--- config.mk ---
export PLATFORM = sky130hd
export DESIGN_NAME = ring_phase_monitor
export DESIGN_NICKNAME = d
export VERILOG_FILES = /design/src/rtl/ring_phase_monitor.sv
export SDC_FILE = /design/constraint.sdc
export NUM_CORES = 1
export LEC_CHECK = 0
export ABC_CLOCK_PERIOD_IN_PS = 2600
export CAP_MARGIN = 20
export CORE_MARGIN = 8
export CORE_UTILIZATION = 52
export DETAILED_ROUTE_END_ITERATION = 12
export GPL_TIMING_DRIVEN = 0
export PLACE_DENSITY = 0.8
export REMOVE_ABC_BUFFERS = 1
export SETUP_SLACK_MARGIN = 0.5
export SLEW_MARGIN = 20
export SYNTH_ARGS = -nofsm -noshare
export SYNTH_HDL_FRONTEND = slang
export SYNTH_SLANG_ARGS = --single-unit
--- constraint.sdc ---
create_clock -name clk -period 2.6 [get_ports clk]
set_clock_uncertainty 0.05 [all_clocks]
set_input_delay 0.39 -clock clk [delete_from_list [all_inputs] [get_ports clk]]
set_output_delay 0.39 -clock clk [all_outputs]
set_load 0.005 [all_outputs]
--- src/rtl/ring_phase_monitor.sv ---
// ring_phase_monitor
//   Sits behind a one-hot ring counter. It registers the ring value and
//   encodes the hot bit to a phase index. It checks that every sample is
//   the previous sample rotated left by one. Once a few good steps have
//   been seen it locks, counts revolutions, and flags any break in the
//   rotation as a sticky fault.
//
// Ports
//   clk         rising-edge clock
//   rst         synchronous active-high reset
//   count       ring counter bus, sampled every cycle
//   clr_err     clears err / err_count at the next edge (a same-cycle fault wins)
//   phase       index of the hot bit in the last one-hot sample
//   phase_valid last sample was one-hot
//   locked      rotation tracking established
//   rev_tick    one-cycle pulse on a wrap (WIDTH-1 -> 0) while locked
//   rev_count   completed revolutions, modulo 2^REV_W, cleared only by rst
//   err         sticky fault flag
//   err_count   fault count, saturating at 255
module ring_phase_monitor #(
   parameter int WIDTH       = 8,
   parameter int PW          = $clog2(WIDTH),
   parameter int REV_W       = 16,
   parameter int LOCK_CYCLES = 2
) (
   input  logic             clk,
   input  logic             rst,
   input  logic [WIDTH-1:0] count,
   input  logic             clr_err,
   output logic [PW-1:0]    phase,
   output logic             phase_valid,
   output logic             locked,
   output logic             rev_tick,
   output logic [REV_W-1:0] rev_count,
   output logic             err,
   output logic [7:0]       err_count
);

   typedef enum logic [1:0] {S_IDLE, S_TRACK, S_LOCKED, S_FAULT} state_t;

   state_t           state, state_d;
   logic [3:0]       good, good_d;
   logic [WIDTH-1:0] count_q;
   logic [WIDTH-1:0] rot;
   logic [PW-1:0]    enc;
   logic             onehot, step_ok, wrap, fault;

   // Exactly one bit set: nonzero, and clearing the lowest set bit leaves zero.
   assign onehot  = (count != '0) && ((count & (count - WIDTH'(1))) == '0);
   assign rot     = {count_q[WIDTH-2:0], count_q[WIDTH-1]};
   assign step_ok = onehot && (count == rot);
   assign wrap    = step_ok && count[0];

   always_comb begin
      enc = '0;
      for (int i = 0; i < WIDTH; i++)
         if (count[i]) enc = PW'(i);
   end

   // State register
   always_ff @(posedge clk) begin
      if (rst) begin
         state <= S_IDLE;
         good  <= '0;
      end else begin
         state <= state_d;
         good  <= good_d;
      end
   end

   // Next-state logic
   always_comb begin
      state_d = state;
      good_d  = good;
      fault   = 1'b0;
      case (state)
         S_IDLE: begin
            if (onehot) begin
               state_d = S_TRACK;
               good_d  = '0;
            end
         end
         S_TRACK: begin
            if (step_ok) begin
               good_d = good + 4'd1;
               if (good_d == 4'(LOCK_CYCLES)) state_d = S_LOCKED;
            end else if (onehot) begin
               // One-hot but not a rotation: resync, not a fault.
               good_d = '0;
            end else begin
               state_d = S_IDLE;
            end
         end
         S_LOCKED: begin
            if (!step_ok) begin
               fault   = 1'b1;
               state_d = S_FAULT;
            end
         end
         S_FAULT: state_d = S_IDLE;
         default: state_d = S_IDLE;
      endcase
   end

   // Output decode (from the state register only)
   always_comb begin
      locked = (state == S_LOCKED);
   end

   // Registered datapath outputs
   always_ff @(posedge clk) begin
      if (rst) begin
         count_q     <= '0;
         phase       <= '0;
         phase_valid <= 1'b0;
         rev_tick    <= 1'b0;
         rev_count   <= '0;
         err         <= 1'b0;
         err_count   <= '0;
      end else begin
         count_q     <= count;
         phase_valid <= onehot;
         if (onehot) phase <= enc;

         // Wraps only count once tracking is locked.
         rev_tick <= (state == S_LOCKED) && wrap;
         if ((state == S_LOCKED) && wrap) rev_count <= rev_count + REV_W'(1);

         if (fault) begin
            err <= 1'b1;
            // A clear in the same cycle restarts the count at this fault.
            if (clr_err)                err_count <= 8'd1;
            else if (err_count != 8'hFF) err_count <= err_count + 8'd1;
         end else if (clr_err) begin
            err       <= 1'b0;
            err_count <= '0;
         end
      end
   end

endmodule

==> results.tsv <==
stage	metric	value	unit
global_routing	number of global-route vias before repair	1977	
placement	HPWL Detailed	3.56	mm
cells_and_area	diode count	0	
worst_setup_path	most used cell, CP	buf_4	
detailed_routing	initial DRC count	186	
power	Lkg Pwr	1.12	nW
clock_tree	CTS tree	yes	
global_routing	GR Util All Layers	17.1	%
global_routing	Overflow after GRT	0	
hold_path	HP Class	in -> reg	
global_routing	initial antenna violation count	0	
worst_setup_path	startpoint types	input pin	
clock_tree	Root Driver	clkbuf_8	
floorplan	CORE AREA	4060	sq um
cells_and_area	share of cells above drive strength 1	21.9	%
worst_setup_path	Arrival @ worst endpoint	2290	ps
worst_setup_path	Buf+Inv Stages, Crit Path	3	
clock_tree	clock sink count	44	
placement	GPL Wtd Cong	0.792	
power	Power Total	0.00124	W
worst_setup_path	cell family with most CP delay	simple AND/OR/NAND/NOR gates	
floorplan	I/O pin total	42	
power	PD cells	405	nW/um^2
worst_setup_path	Required @ worst endpoint	2740	ps
floorplan	Die Ht	81.3	um
clock_tree	hold_buf cts	0	
logic_synthesis	Yosys reg bits	44	
timing	Final Setup Violations	0	
worst_setup_path	Crit Path Max Fanout	8	
outcome	status	finished, final reports clean	
global_routing	first-pass GRT wire length	9.03	mm
worst_setup_path	Crit. End Element	flip-flop	
floorplan	Die Wd	81.3	um
logic_synthesis	Synth Flop Type	dfxtp_1	
timing	hold violation total from the final report	0	
logic_synthesis	post-synth top area share	39.7	%
detailed_routing	Via-to-Cell Ratio	5.92	
detailed_routing	Remaining DRCs	0	
clock_tree	Clock transition at path regs	80	ps
power	VDD IR max	0.323	mV
cells_and_area	nets	334	
worst_setup_path	r2r endpoint	rev_count[5]$_SDFFE_PP0P_	
timing	unrepaired setup endpoints after global routing	yes	
floorplan	Starting Density	54.7	%
global_routing	largest net degree at the start of global routing	41	
hold_path	Worst Hold Launch	count[0]	
placement	Inst Count DP	337	
detailed_routing	Via Count	2192	
timing	Setup TNS	0	ps
timing	Max Fclk	466	MHz
hold_path	hold path depth	2	
clock_tree	CTS max path bufs	2	
detailed_routing	routed wire length	6.12	mm
clock_tree	TritonCTS Buffers	5	
logic_synthesis	cell count after synthesis	257	
logic_synthesis	sequential share of the synthesized area	39.7	%
detailed_routing	Routed WL per cell	16.6	um
logic_synthesis	netlist area before placement	2220	sq um
clock_tree	htree depth	2	
logic_synthesis	Yosys cell types	50	
clock_tree	Worst-Skew Late Latency	310	ps
worst_setup_path	crit path cell chain	buf_6 > nor4_4 > buf_4 > nand4b_1 > buf_4 > o41a_4 > a21boi_4 > nand4_1 > mux2_4	
placement	port bufs	41	
detailed_routing	Antenna Violating Nets Remaining	0	
detailed_routing	DR pass1 iterations	4	
logic_synthesis	synth top area cells	dfxtp_1 40%, a21oi_1 5.9%, or3_1 4.2%	
logic_synthesis	Mapped Avg Cell Area	8.63	sq um
worst_setup_path	slowest cell delay on critical path	340	ps
timing	Final min period	2150	ps
timing	Worst Max-Slew Pin Slew	745	ps
floorplan	FP Rows	23	
cells_and_area	non-filler instance count after layout	370	
worst_setup_path	worst r2r src	state[0]$_SDFFE_PP0P_	
logic_synthesis	EDFF count, synth	0	
hold_path	Hold EP	count_q[0]$_SDFF_PP0_	
worst_setup_path	Worst Reg-to-Reg Cells	9	
logic_synthesis	ys async rst share	0	%
flow_run	max_cap viols	0	
timing	max-slew violation count	0	
logic_synthesis	YS warnings	0	
logic_synthesis	cell taking the most area after synthesis	dfxtp_1	
cells_and_area	Layout area overhead	37.7	%
worst_setup_path	CP max stage cell	nor4_4	
timing	Rel. slew slack	50.3	%
timing	crit share post-route	82.6	%
worst_setup_path	register-to-register setup slack	510	ps
worst_setup_path	WS Path Type	in -> reg	
floorplan	die area	6610	sq um
==> stage by stage <==
step	utilization (%)	cell area [sq um]	setup WS [ps]	hold slack [ps]
floorplan	-	2160	170	407
global placement	64.9	2630	-737	415
detailed placement	64.8	2630	-801	417
CTS	71.5	2900	502	301
global route	75.3	3050	370	313
finish	75.3	3050	453	311
==> synth_stat cells, types with 3 or more instances <==
master,count
dfxtp_1,44
a21oi_1,26
nand2_1,17
o21ai_0,17
nor2_1,16
or3_1,15
inv_1,11
nand3_1,11
and3_1,10
nor2b_1,9
xor2_1,9
a211oi_1,4
and2_1,4
buf_2,4
ha_1,4
nand4_1,4
o31ai_1,4
clkbuf_1,3
nand2b_1,3
nor4b_1,3
==> cell usage in the layout (no fill, tap or decap), drive strengths merged, types with 4 or more instances in the layout <==
master,instances
buf,29
nor2b,9
dfxtp,44
nand3,11
inv,11
clkdlybuf4s50,32
ha,4
nand4,4
xor2,10
nand2,17
clkbuf,7
and3,11
nor2,16
and2,5
o31ai,4
a21oi,26
or3,15
o21ai,17
a211oi,4
==> where the power goes <==
group	switching, W	internal (W)
clock	0.000242	0.000212
sequential	0.00000342	0.000681
combinational	0.0000585	0.0000395
==> cell families after synthesis <==
| family | after synthesis | share of synthesized area (%) |
|---|---|---|
| adders and majority gates | 4 | 2.26 |
| xor gates and xnor gates | 11 | 4.68 |
| and+or+nand+nor | 103 | 26.3 |
| buffers and inverters | 22 | 4.46 |
| muxes | 3 | 1.47 |
| AOI/OAI and AO/OA | 70 | 21.2 |
| DFF | 44 | 39.7 |
==> flip-flops by register name, indices dropped and copies added (netlist names), named ones only <==
name,count
rev_count,16
count_q,8
err_count,8
good,4
phase,3
err,1
phase_valid,1
rev_tick,1
state,1
==> routing by layer <==
layer  vias to the layer above  track usage [%]  part of all wire, %  wire (um)
li1                       1064                -                    -          -
met1                      1066             21.0                   45       2730
met2                        51             27.7                   49       3000
met3                        11             5.30                  4.3        265
met4                         0             5.36                  2.0        123
met5                         -                0                    0          0
==> worst max path at each step <==
stage | depth (start not counted) | slack [ps] | from | end
finish | 9 | 450 | count[0] | rev_count[2]$_SDFFE_PP0P_
global route | 9 | 370 | count[2] | rev_count[2]$_SDFFE_PP0P_
CTS | 10 | 500 | count[2] | rev_count[5]$_SDFFE_PP0P_
detailed placement | 7 | -800 | count[3] | rev_count[0]$_SDFFE_PP0P_
global placement | 7 | -740 | count[3] | rev_count[0]$_SDFFE_PP0P_
floorplan | 6 | 170 | count[3] | rev_count[0]$_SDFFE_PP0P_
==> final cells by class <==
| cell class | count | area (sq um) |
|---|---|---|
| clock buffers | 6 | 82.6 |
| fillers | 287 | 1000 |
| repair buffers | 64 | 594 |
| flip-flops and latches | 44 | 881 |
| inverters | 11 | 43.8 |
| clock inverters | 2 | 10.0 |
| well taps | 50 | 62.6 |
| multi-input cells | 193 | 1380 |
==> what timing repair did <==
| item | CTS | global route |
|---|---|---|
| gates resized for setup | 40 | 29 |
| pin swaps | 8 | 13 |
| setup endpoints to repair | 36 | 25 |
| gates cloned | 1 | 1 |
| buffers inserted | 14 | 9 |
Note: power is estimated with default switching activity, not from simulation.
